**src/rtl/cp0_pkg.sv**
```systemverilog
// Shared constants for the MIPS32 CP0 register file: register numbers,
// exception codes, Status/Cause field positions and the default write masks.
package cp0_pkg;

  localparam logic [4:0] CP0_BADVADDR = 5'd8;
  localparam logic [4:0] CP0_COUNT    = 5'd9;
  localparam logic [4:0] CP0_COMPARE  = 5'd11;
  localparam logic [4:0] CP0_STATUS   = 5'd12;
  localparam logic [4:0] CP0_CAUSE    = 5'd13;
  localparam logic [4:0] CP0_EPC      = 5'd14;

  typedef enum logic [4:0] {
    EXC_INT  = 5'd0,
    EXC_ADEL = 5'd4,
    EXC_ADES = 5'd5,
    EXC_SYS  = 5'd8,
    EXC_BP   = 5'd9,
    EXC_RI   = 5'd10,
    EXC_OV   = 5'd12
  } exc_code_e;

  localparam int STATUS_IE      = 0;
  localparam int STATUS_EXL     = 1;
  localparam int STATUS_IM_LO   = 8;
  localparam int CAUSE_EXC_LO   = 2;
  localparam int CAUSE_IP_LO    = 8;
  localparam int CAUSE_IP_HW_LO = 10;
  localparam int CAUSE_BD       = 31;

  localparam logic [31:0] STATUS_WMASK_DEFAULT = 32'h0000_FF03;
  localparam logic [31:0] CAUSE_WMASK_DEFAULT  = 32'h0000_0300;

  function automatic logic [31:0] masked_write(input logic [31:0] old_val,
                                               input logic [31:0] new_val,
                                               input logic [31:0] mask);
    return (old_val & ~mask) | (new_val & mask);
  endfunction

endpackage

```
**src/rtl/cp0_timer.sv**
```systemverilog
// Count/Compare timer: Count free-runs, timer_int latches on Count==Compare
// and is cleared by any write to Compare.
module cp0_timer (
  input  logic        clk,
  input  logic        rst,
  input  logic        count_load,
  input  logic        compare_load,
  input  logic [31:0] wdata,
  output logic [31:0] count_o,
  output logic [31:0] compare_o,
  output logic        timer_int_o
);

  logic [31:0] count_q, count_d;
  logic [31:0] compare_q, compare_d;
  logic        timer_int_q, timer_int_d;

  always_comb begin
    count_d     = count_q + 32'd1;
    compare_d   = compare_q;
    timer_int_d = timer_int_q | (count_q == compare_q);
    if (count_load) count_d = wdata;
    // Clearing beats a same-edge match so software can always acknowledge.
    if (compare_load) begin
      compare_d   = wdata;
      timer_int_d = 1'b0;
    end
  end

  always_ff @(posedge clk or posedge rst) begin
    if (rst) begin
      count_q     <= '0;
      compare_q   <= '0;
      timer_int_q <= 1'b0;
    end else begin
      count_q     <= count_d;
      compare_q   <= compare_d;
      timer_int_q <= timer_int_d;
    end
  end

  assign count_o     = count_q;
  assign compare_o   = compare_q;
  assign timer_int_o = timer_int_q;

endmodule

```
**src/rtl/cp0_regfile.sv**
```systemverilog
// Architectural CP0 registers: combinational EX read port, committed mtc0
// writes, exception/eret state updates and the interrupt request.
module cp0_regfile
  import cp0_pkg::*;
#(
  parameter logic [31:0] STATUS_WMASK = STATUS_WMASK_DEFAULT,
  parameter logic [31:0] CAUSE_WMASK  = CAUSE_WMASK_DEFAULT
) (
  input  logic        clk,
  input  logic        rst,
  input  logic [4:0]  raddr,
  output logic [31:0] rdata,
  input  logic        we,
  input  logic [4:0]  waddr,
  input  logic [31:0] wdata,
  input  logic [5:0]  hw_int,
  input  logic        excp_valid,
  input  logic [4:0]  excp_code,
  input  logic [31:0] excp_pc,
  input  logic        excp_bd,
  input  logic [31:0] excp_badvaddr,
  input  logic        eret,
  output logic [31:0] status_o,
  output logic [31:0] cause_o,
  output logic [31:0] epc_o,
  output logic        int_req,
  output logic        timer_int
);

  logic [31:0] status_q, status_d;
  logic [31:0] cause_q, cause_d;
  logic [31:0] epc_q, epc_d;
  logic [31:0] badvaddr_q, badvaddr_d;
  logic [31:0] count, compare;
  logic        count_load, compare_load;
  logic        exl;

  assign count_load   = we && (waddr == CP0_COUNT);
  assign compare_load = we && (waddr == CP0_COMPARE);
  assign exl          = status_q[STATUS_EXL];

  cp0_timer u_timer (
    .clk          (clk),
    .rst          (rst),
    .count_load   (count_load),
    .compare_load (compare_load),
    .wdata        (wdata),
    .count_o      (count),
    .compare_o    (compare),
    .timer_int_o  (timer_int)
  );

  // mtc0 is applied first so exception/eret field updates override it.
  always_comb begin
    status_d   = status_q;
    cause_d    = cause_q;
    epc_d      = epc_q;
    badvaddr_d = badvaddr_q;

    if (we) begin
      case (waddr)
        CP0_STATUS:   status_d   = masked_write(status_q, wdata, STATUS_WMASK);
        CP0_CAUSE:    cause_d    = masked_write(cause_q, wdata, CAUSE_WMASK);
        CP0_EPC:      epc_d      = wdata;
        CP0_BADVADDR: badvaddr_d = wdata;
        default: ;
      endcase
    end

    cause_d[CAUSE_IP_HW_LO +: 6] = {hw_int[5] | timer_int, hw_int[4:0]};

    if (excp_valid) begin
      if (!exl) begin
        epc_d             = excp_bd ? (excp_pc - 32'd4) : excp_pc;
        cause_d[CAUSE_BD] = excp_bd;
      end
      cause_d[CAUSE_EXC_LO +: 5] = excp_code;
      status_d[STATUS_EXL]       = 1'b1;
      if ((excp_code == EXC_ADEL) || (excp_code == EXC_ADES))
        badvaddr_d = excp_badvaddr;
    end else if (eret) begin
      status_d[STATUS_EXL] = 1'b0;
    end
  end

  always_ff @(posedge clk or posedge rst) begin
    if (rst) begin
      status_q   <= '0;
      cause_q    <= '0;
      epc_q      <= '0;
      badvaddr_q <= '0;
    end else begin
      status_q   <= status_d;
      cause_q    <= cause_d;
      epc_q      <= epc_d;
      badvaddr_q <= badvaddr_d;
    end
  end

  // No write bypass here: the EX forwarding mux handles in-flight mtc0.
  always_comb begin
    rdata = '0;
    case (raddr)
      CP0_BADVADDR: rdata = badvaddr_q;
      CP0_COUNT:    rdata = count;
      CP0_COMPARE:  rdata = compare;
      CP0_STATUS:   rdata = status_q;
      CP0_CAUSE:    rdata = cause_q;
      CP0_EPC:      rdata = epc_q;
      default:      rdata = '0;
    endcase
  end

  assign int_req = status_q[STATUS_IE] & ~exl &
                   (|(cause_q[CAUSE_IP_LO +: 8] & status_q[STATUS_IM_LO +: 8]));

  assign status_o = status_q;
  assign cause_o  = cause_q;
  assign epc_o    = epc_q;

endmodule

```
**config.mk**
```make
export PLATFORM = sky130hd
export DESIGN_NAME = cp0_regfile
export DESIGN_NICKNAME = d
export VERILOG_FILES = /design/src/rtl/cp0_pkg.sv /design/src/rtl/cp0_timer.sv /design/src/rtl/cp0_regfile.sv
export SDC_FILE = /design/constraint.sdc
export NUM_CORES = 1
export LEC_CHECK = 0
export ABC_CLOCK_PERIOD_IN_PS = 8020
export BUFFER_PORTS_ARGS = -buffer_cell sky130_fd_sc_hd__buf_2
export CAP_MARGIN = 10
export CORE_AREA = 2 2 145 147
export CTS_CLUSTER_SIZE = 24
export DETAILED_ROUTE_END_ITERATION = 7
export DIE_AREA = 0 0 147 149
export PLACE_DENSITY = 0.69
export SYNTH_ARGS = -nofsm -noshare
export SYNTH_HDL_FRONTEND = slang
export SYNTH_SLANG_ARGS = --single-unit
```
**constraint.sdc**
```tcl
create_clock -name clk -period 8.02 [get_ports clk]
set_input_delay 0.802 -clock clk [delete_from_list [all_inputs] [get_ports clk]]
set_output_delay 0.802 -clock clk [all_outputs]
set_load 0.02 [all_outputs]
```
# ---- Yosys cells after proc, flatten, opt, wreduce, memory -nomap -nowiden
# Index checks and enable logic that the tools add are counted.
# Widths: inputs -> output; s select.
dict set report totals {
  register_bits 193
  in_bits 123
  output_inout_bits 130
  elab_cells 68
}
dict set report classes {
  bitwise_logic 8
  addsub 2
  muxes 21
  reduce_logical 12
  n_eq_ne 15
}
# op n
set ops {}
lappend ops {{$mux 32} 12}
lappend ops {{$pmux 32 s6} 1}
lappend ops {{$eq 5x4->1 const B} 12}
lappend ops {{$add 32x1->32 const B} 1}
lappend ops {{$eq 32x32->1} 1}
lappend ops {{$or 32x10->32} 1}
lappend ops {{$or 32x16->32} 1}
lappend ops {{$sub 32x3->32 const B} 1}
lappend ops {{$eq 5x3->1 const B} 2}
lappend ops {{$and 8x8->8} 1}
lappend ops {{$reduce_and 2->1} 4}
lappend ops {{$reduce_or 8->1} 1}
lappend ops {{$reduce_bool 3->1} 2}
lappend ops {{$mux 1} 5}
lappend ops {{$mux 5} 1}
lappend ops {{$mux 2} 2}
lappend ops {{$reduce_bool 2->1} 2}
lappend ops {{$and 1x1->1} 2}
lappend ops {{$logic_and 1x1->1} 2}
lappend ops {{$or 1x1->1} 2}
lappend ops {{$logic_or 1x1->1} 1}
lappend ops {{$not 1->1} 1}

# ---- Logic depth before layout (Yosys ltp)
dict set report depth {
  ltp_word 5
  mapped_depth 7
  depth_no_buf 7
}

# ---- Hierarchy
# Synthesis repeated with hierarchy kept, for this count alone.
dict set report hier_totals {
  hier_cells 919
  hier_area_um2 9014.9
}
# module seq_area_each_um2 n_inst area_each_um2 cells_each
set modules_own_cells {}
lappend modules_own_cells {cp0_regfile 2202.1 1 5621.6 611}
lappend modules_own_cells {cp0_timer 1626.6 1 3393.3 308}

# ---- Least setup slack after synthesis
# No wires, ideal clock.
dict set report synth_timing {
  path_kind {input to output}
  start {in raddr[1]}
  end {out rdata[12]}
  t_required_ps 7218
  arrival_time_ps 2179
  path_slack_ps 5039
  path_stages 4
  n_path_buf 0
  cell_sequence {nand2b_1 > nor4_1 > a22oi_1 > nand3_1}
}
dict set report synth_between {
  elab_chain_cells 2
  elab_cells_between_ends 7
  cone_classes {6 x eq/ne; 1 x mux}
}
# element line
set synth_rtl {}
lappend synth_rtl {{start: declaration} cp0_regfile.sv:11} ;# input logic [4:0] raddr,
lappend synth_rtl {{$eq 5x4->1} cp0_regfile.sv:103} ;# case (raddr)
lappend synth_rtl {{$pmux 32 s6 *} cp0_regfile.sv:103}
lappend synth_rtl {{end: declaration} cp0_regfile.sv:12} ;# output logic [31:0] rdata,
# Mark *: on every way between the ends. The rest lies on a longest branch, timed or not.

# ---- Worst setup path after layout
dict set report layout_timing {
  start {in raddr[1]}
  end {out rdata[14]}
}
# The elaborated chain is that of the path after synthesis.

==> reports/summary.md <==
• finished, final reports clean — result of the run
• 4.88 nW — leak pwr
• no — RSZ-0062 raised after global routing
• buf_2 — most common cell after layout, fill and taps aside
• 0.920 mW — switching pwr
• primary input — element type at the critical path start
• 0 — final count of hold timing violations
• clkbuf_16 — root buffer selected by CTS
• 53 — number of core rows
• 51 — count of distinct cell types in the synthesized netlist
• 0.0108 mm2 — final cell area excluding filler cells
• 7220 ps — Required @ worst endpoint
• 3180 ps — minimum clock period
• 60 ps — Worst-path clk slew
• 639 — DRC marker count from the first detailed-route iteration
• 2 — Max Root-Sink Buffers
• 10.7% — share of synthesized area spent on multiplexers
• 149 um — Die Span Y
• 919 — Post-Syn Instances
• 4 — number of levels the H-tree was split into
• 0 — total of endpoints with negative setup slack in the final report
• 0 — remaining global-route overflow
• 420 ps — source-to-sink clock delay at the later pin of the worst-skew pair
• 1,227 — number of nets in the finished design
• 33.3% — Net Sw Frac
• 10 — peak fanout along the critical path
• 212 — input/output buffers
• 20.3 um — average wire per cell in the routed design
• 479 ps — worst hold slack
• 19.8 mm — DP HPWL
• 5.62 — ratio of routed vias to standard cells
• 0.0206 mm2 — CORE AREA
• 153 — clock sink count
• simple AND/OR/NAND/NOR gates — combinational family with the most area after synthesis
• 5 — length of the first detailed-routing pass in iterations
• 0 — number of routed nets with antenna violations
• 7,835 — number of global-route vias before repair
• 0.0219 mm2 — full die area
• 43.6% — starting utilization of the core area
• 917 ps — slew at the pin closest to its max-slew limit
• 153 — number of storage elements in the synthesis netlist
• 14.4% — Synth Area in Compound Gates
• dfrtp_1 — most used flip-flop cell after synthesis
• 42.8% — proportion of synthesized chip area in sequential cells
• 9.74 um2 — Mean Syn Cell Area
• 38.9% — Relative slew margins
• 25.9% — overall fraction of global-route tracks in use
• 28.2 mm — aggregate routed wire length
• 0 — Final Max Slew Viols
• 256 mW/mm2 — power density normalized to cell area
• 24.5% — part of the power in combinational logic
• buf_2 (212), dfrtp_1 (153), xnor2_1 (77), nand2_1 (76), a22oi_1 (66) — highest-count cells in the layout ignoring fill and taps
• 0 ps — final-layout setup total negative slack
• 253 — number of I/O pins
• 1.84 mW — internal power
• 0 — CTS Hold Bufs
• in2reg — classification of the worst-slack hold path
• 6.76% — M3 GR Usage
• 100% — Post-synth ARST share
• 2380 ps — arrival time reported for the critical path endpoint
• met2 — GRT busiest layer
• 0.00895 mm2 — synthesized area
• 0 — synth warn
• 96 — maximum number of pins on one net before global-route repair
• 0 — antenna cell count
• 42.3% — register share of total power
• 0.279% — fraction of the mapped netlist area in adder cells
• 0 — number of gates resized after cts
• 34.0% — GR Layer Usage met1
• 0 — number of synthesized flops with an enable pin
• 16.4% — Synth Area in Simple Gates
• 39.7% — post-route clock period utilization
• yes — TritonCTS clock tree
• 0.860 — routability congestion estimate from global placement
• 29.1% — fraction of final layout cells with drive strength greater than 1
• 314 MHz — timing-limited maximum frequency
• in2out — classification of the worst setup path
• 43.9 mm — first-pass GRT wire length
• 0 — DR DRC count
• 147 um — width of the die
• 1 — antenna violations before repair
• 33.2% — clock group share of total power
• 0.0101 mm2 — Area after DPL
• 41.6% — grt met2 use
• output pin — kind of end point of the critical path
• 0 — max-capacitance violation count
• 198 uV — Peak supply drop
• 8.71% — xor/xnor share of the synthesized area
• 0 — number of buffers added for setup after CTS
• 7.46 ps — final clock skew
• 7,810 — number of vias in the routed layout
• 17 — cts bufs inserted
• 20.6% — area growth from synthesis to layout
==> registers in the layout (all words and copies together) (netlist names) <==
register and count:
cause_o 14, u_timer.count_o 32, epc_o 32, status_o 10
u_timer.timer_int_o 1, badvaddr_q 32, u_timer.compare_o 32
==> path summary, 6_finish.rpt <==
path                       cells past startpoint             endpoint  slack [ps]                from
setup / recovery                               6            rdata[14]        4840            raddr[1]
hold / removal                                 1          cause_o[12]         480           hw_int[2]
setup reg to reg                               5  u_timer.count_o[18]        5670  u_timer.count_o[0]
hold reg to reg                                2          cause_o[31]         550         cause_o[31]
max in group asynchronous                      3            epc_o[14]        6150                 rst
min in group asynchronous                      2            epc_o[27]         540                 rst
==> worst max-delay path: stages <==
cell,delay [ps]
buf_2,100
nand2b_1,230
nor4_4,710
a22oi_1,210
nand3_1,150
buf_2,170
==> cell usage after synthesis, drive strengths merged, types with 6 or more instances <==
| cell type | instances | area share [%] |
|---|---|---|
| dfrtp | 153 | 43 |
| mux2i | 42 | 4.7 |
| a211oi | 24 | 2.0 |
| nand2 | 77 | 3.2 |
| a21oi | 57 | 3.2 |
| o21ai | 40 | 2.2 |
| mux2 | 48 | 6.0 |
| xor2 | 12 | 1.2 |
| or3 | 6 | 0.42 |
| nand2b | 8 | 0.56 |
| inv | 14 | 0.59 |
| a222oi | 8 | 0.89 |
| nand3 | 24 | 1.3 |
| nor4 | 27 | 2.2 |
| buf | 55 | 4.2 |
| nand4 | 12 | 0.84 |
| nor2 | 46 | 1.9 |
| nor3 | 16 | 0.89 |
| nor2b | 24 | 1.7 |
| a22oi | 66 | 5.5 |
| xnor2 | 77 | 7.5 |
| clkbuf | 45 | 1.9 |
==> layout make-up <==
cell class                      count  area, um2
Timing Repair Buffer              225       1160
Clock buffer                       20        447
Sequential cell                   153       3830
Fill cell                        1897       9760
Clock inverter                     11        219
Multi-Input combinational cell    691       4740
Tap cell                          275        344
Inverter                           14       57.6
==> metrics by stage <==
step / cells / setup slack [ps] / power, mW / utilization [%]
floorplan: 958 / 3100 / 1.59 / -
global placement: 1358 / 4910 / 1.83 / 49.3
detailed placement: 1358 / 4890 / 1.85 / 49.3
CTS: 1389 / 4880 / 2.77 / 52.5
global route: 1389 / 4760 / 2.89 / 52.5
finish: 1389 / 4840 / 2.76 / 52.5
==> logic make-up (layout without fill, tap and decap cells) <==
| group | Yosys count | in the layout |
|---|---|---|
| AOI/OAI and AO/OA | 201 | 201 |
| xor gates and xnor gates | 89 | 89 |
| adders and majority gates | 2 | 2 |
| buffers and inverters | 114 | 270 |
| DFF | 153 | 153 |
| muxes | 90 | 90 |
| other | 1 | 40 |
| and+or+nand+nor | 269 | 269 |
==> power groups by stage <==
stage | sequential [mW] | clock [mW] | combinational (mW)
5_1_grt | 1.20 | 0.961 | 0.737
3_3_place_gp | 1.17 | 0 | 0.656
6_report | 1.17 | 0.917 | 0.677
2_1_floorplan | 1.15 | 0 | 0.440
3_5_place_dp | 1.18 | 0 | 0.669
4_1_cts | 1.17 | 0.929 | 0.676
==> layer usage <==
metal	vias up	wire, um
li1	3593	-
met1	3816	11900
met2	348	13300
met3	51	2180
met4	2	776
met5	-	7
Power figures use the tool's default switching activity.
